--- config.mk ---
export PLATFORM = sky130hd
export DESIGN_NAME = sipo_deserializer
export DESIGN_NICKNAME = d
export VERILOG_FILES = /design/src/rtl/sipo_deserializer.sv
export SDC_FILE = /design/constraint.sdc
export NUM_CORES = 1
export LEC_CHECK = 0
export ABC_AREA = 1
export CAP_MARGIN = 20
export CORE_MARGIN = 2
export CORE_UTILIZATION = 35
export DETAILED_ROUTE_END_ITERATION = 6
export PLACE_DENSITY_LB_ADDON = 0.12
export RECOVER_POWER = 50
export SYNTH_ARGS = -nofsm -noshare
export SYNTH_HDL_FRONTEND = slang
export SYNTH_SLANG_ARGS = --single-unit
--- constraint.sdc ---
create_clock -name clk -period 1.1 [get_ports clk]
set_input_delay 0.275 -clock clk [delete_from_list [all_inputs] [get_ports clk]]
set_output_delay 0.275 -clock clk [all_outputs]
set_load 0.02 [all_outputs]
--- src/rtl/sipo_deserializer.sv ---
// sipo_deserializer: strobed serial stream to WIDTH-bit words,
// handed off through a valid/ready holding register.
module sipo_deserializer #(
  parameter int WIDTH     = 4,
  parameter bit MSB_FIRST = 1'b1
) (
  input  logic                     clk,
  input  logic                     rst_n,
  input  logic                     clear,
  input  logic                     shift_en,
  input  logic                     serial_in,
  output logic [WIDTH-1:0]         data_out,
  output logic                     data_valid,
  input  logic                     data_ready,
  output logic [$clog2(WIDTH)-1:0] bit_count,
  output logic                     overrun
);

  localparam int CW = $clog2(WIDTH);
  localparam logic [CW-1:0] LAST = CW'(WIDTH - 1);

  logic [WIDTH-1:0] sr;
  logic [WIDTH-1:0] sr_nxt;
  logic             shift;
  logic             done;
  logic             accept;

  assign shift  = shift_en & ~clear;
  assign done   = shift & (bit_count == LAST);
  assign accept = ~data_valid | data_ready;

  always_comb begin
    sr_nxt = sr;
    if (MSB_FIRST) sr_nxt = {sr[WIDTH-2:0], serial_in};
    else           sr_nxt = {serial_in, sr[WIDTH-1:1]};
  end

  always_ff @(posedge clk or negedge rst_n) begin
    if (!rst_n) begin
      sr        <= '0;
      bit_count <= '0;
    end else if (clear) begin
      sr        <= '0;
      bit_count <= '0;
    end else if (shift) begin
      sr        <= sr_nxt;
      bit_count <= done ? '0 : bit_count + CW'(1);
    end
  end

  // A completion wins over a plain consume: the slot is refilled.
  always_ff @(posedge clk or negedge rst_n) begin
    if (!rst_n) begin
      data_out   <= '0;
      data_valid <= 1'b0;
    end else if (done && accept) begin
      data_out   <= sr_nxt;
      data_valid <= 1'b1;
    end else if (data_valid && data_ready && !done) begin
      data_valid <= 1'b0;
    end
  end

  always_ff @(posedge clk or negedge rst_n) begin
    if (!rst_n)              overrun <= 1'b0;
    else if (clear)          overrun <= 1'b0;
    else if (done && !accept) overrun <= 1'b1;
  end

endmodule

==> impl_metrics.csv <==
group,metric,value,unit
status,outcome,"completed",
sta,setup_viol,0,
power_and_ir_drop,p_sw,0.000228,W
layout,syn_to_final_growth,57.6,%
yosys,synth.distinct_cells,14,
min_path,holdPathStages,3,
yosys,syn_nets,57,
yosys,synth_top_area_share,56.6,%
floorplanning,io_pins,14,
setup_path,critical_path.top_delay_family,"flip-flops",
global_routing,gr-usage-all-layers,14.0,%
setup_path,crit_path_end_kind,"primary output",
yosys,synth_xor_area_share,0,%
cts,clkSinkCount,11,
sta,worst_slew_pin_slew,0.594,ns
setup_path,critPathSlowestCell,"dfrtp_1",
placed_design,placed_cell_area,713,um2
global_routing,grt_pass1_wl,1.52,mm
placed_design,placed_cells,88,
setup_path,cp_num_buf_inv,1,
floorplanning,die_x,41.3,um
drt,wl,978,um
yosys,avgSynthCellArea,9.73,um2
drt,antenna_left,0,
yosys,synth_top_family_by_area,"simple AND/OR/NAND/NOR gates",
setup_path,crit_path_max_incr_delay,0.38,ns
power_and_ir_drop,powerDensity,1150,nW/um2
yosys,yosysTopAreaCell,"dfrtp_1",
sta,slew_headroom,60.4,%
drt,dr_wl_met2,494,um
global_routing,grt_pass1_vias,405,
yosys,syn_inst,50,
run,drv_cap,0,
cts,cts_buffer_depth,2,
sta,hold_viol,0,
setup_path,r2r_end,"bit_count[0]",
setup_path,rr_worst_depth,5,
setup_path,required,0.82,ns
yosys,synth_area,487,um2
placed_design,place.gp.congestion,0.687,
cts,cts_buffers,3,
drt,first_pass_iters,4,
setup_path,reg2reg_slack,0.08,ns
cts,cts-root-buf,"clkbuf_4",
setup_path,arrival,0.80,ns
min_path,min_from,"shift_en",
power_and_ir_drop,p_int,0.000656,W
yosys,synth_compound_area_share,5.14,%
yosys,yosys-top-cells-area,"dfrtp_1, nand2_1, nand4_1",
layout,drive_above_1_share,40.2,%
yosys,synth-adder-area-share,2.57,%
layout,finalInstanceArea,767,um2
sta,clock_skew,0.00237,ns
yosys,ys_seq_area_share,56.6,%
floorplanning,rows,13,
sta,fin_crit,1.08,ns
yosys,ys_warn_count,0,
power_and_ir_drop,clkPwrFrac,30.5,%
layout,stdcell_count,97,
cts,clock_latency,0.26,ns
drt,drtIter0Drc,9,
placed_design,port-buffer-count,13,
cts,cts_tree,"done",
layout,layout.nets,90,
drt,dr_wl_met3,54,um
sta,rsz0062_at_grt,"yes",
power_and_ir_drop,power,0.000884,W
setup_path,startpoint_type,"flip-flop",
sta,tns,0,ns
global_routing,grt-ovfl-total,0,
drt,met1Wirelength,429,um
global_routing,grt_antenna_before_repair,0,
drt,highest_layer,"met3",
sta,drv_slew,0,
floorplanning,design.die.area,1700,um2
cts,clkTransAtPathRegs,0.07,ns
drt,vias,446,
sta,fin_ws,0.0221,ns
sta,fmax,0.928,GHz
layout,num_antenna_cells,0,
floorplanning,initial_utilization,37.4,%
setup_path,path_class,"reg -> out",
setup_path,rr_startpoint,"bit_count[0]",
sta,finalCritPeriodShare,98.0,%
drt,route.detailed.drc,0,
min_path,holdPathEnd,"sr[1]",
setup_path,crit_chain,"buf_2",
drt,routedWlPerCell,10.1,um
min_path,hold_class,"in -> reg",
global_routing,grt_max_degree,12,
power_and_ir_drop,swShare,25.8,%
setup_path,worstPathMaxFanout,2,
cts,holdBufCountCts,0,
yosys,ys_ff_latch,11,
drt,post_drt_via_cell_ratio,4.60,
yosys,synthSimpleGateAreaFrac,31.9,%
power_and_ir_drop,leakage,0.425,nW
power_and_ir_drop,worst_ir_drop_vdd,771,uV
yosys,muxShareOfSynthArea,0,%
floorplanning,die_h,41.3,um
floorplanning,core,1300,um2
power_and_ir_drop,p_seq_share,49.2,%
power_and_ir_drop,power_frac_comb,20.3,%
placed_design,post-place-ws,-0.239,ns
cts,h-tree-depth,1,
==> sequential cells by signal (all words and copies together) (netlist names) <==
name / cells
data_out: 4
sr: 3
bit_count: 2
data_valid: 1
overrun: 1
==> synth_stat cells (all sizes together) <==
cell type  count
nand2         19
dfrtp         11
inv            5
nand3          4
nand4          4
o21ai          3
nor2           2
ha             1
o22ai          1
==> cells in the final DEF, fill, tap and decap left out <==
cell and instances:
nand3_4 1, nor2_8 1, nand3_1 3, clkbuf_4 3
clkdlybuf4s50_1 3, dfrtp_1 11, inv_1 3, clkbuf_1 2
nand2_1 17, nand4_1 4, o21ai_2 1, o21ai_0 2
buf_4 14, inv_2 2, nor2_1 1, buf_2 5
dlygate4sd3_1 1, nand2_2 2, buf_6 3, dlymetal6s2s_1 1
ha_4 1, o22ai_1 1
==> power by group through the flow <==
stage,clock [W],sequential (W),combinational [W]
after global placement,0,0.000441,0.000164
final,0.000269,0.000435,0.000180
after global routing,0.000292,0.000436,0.000199
after floorplan,0,0.000464,0.0000422
after detailed placement,0,0.000442,0.000165
after CTS,0.000277,0.000434,0.000150
==> area by class of cell <==
class	count	area [um2]
fillers	125	534
inverters	5	18.8
flip-flops and latches	11	275
repair buffers	28	220
clock buffers	4	26.3
well taps	15	18.8
multi-input cells	34	208
==> cells by family (layout without fill, tap and decap cells) <==
| group | count (synthesis) | count (layout) |
|---|---|---|
| AND/OR/NAND/NOR | 29 | 29 |
| flip-flops | 11 | 11 |
| buffers and inverters | 5 | 37 |
| AO/OA/AOI/OAI | 4 | 4 |
| adder cells (fa/ha/maj) | 1 | 1 |
==> routing by layer <==
metal / vias to the layer above / track usage (%)
li1: 230 / -
met1: 204 / 16.1
met2: 12 / 23.0
met3: 0 / 3.19
met4: 0 / 9.68
met5: - / 0
==> worst max-delay path by stage <==
| stage | start | endpoint | slack [ns] | depth (start not counted) |
|---|---|---|---|---|
| after global placement | clear | data_out[0] | -0.22 | 5 |
| after CTS | bit_count[0] | bit_count[0] | 0.01 | 1 |
| after global routing | data_valid | data_valid | -0.005 | 1 |
| final | data_valid | data_valid | 0.02 | 1 |
| after floorplan | bit_count[0] | data_out[0] | 0.02 | 4 |
| after detailed placement | clear | data_out[3] | -0.24 | 5 |
==> what timing repair did <==
action / in CTS / in global routing
setup endpoints to repair: 8 / 9
gates resized for setup: 32 / 12
pin swaps: 0 / 1
setup buffers: 0 / 5
==> worst min-delay path: stages <==
cell and delay [ns]:
dlymetal6s2s_1 0.14, nand2_1 0.09, o22ai_1 0.07
==> per-stage QoR <==
step                      hold slack (ns)  utilization [%]
after floorplan                   -0.0206                -
after global placement              0.520             54.8
after detailed placement            0.528             54.8
after CTS                           0.308             53.8
after global routing                0.368             58.9
final                               0.344             58.9
(Power assumes the default switching activity.)
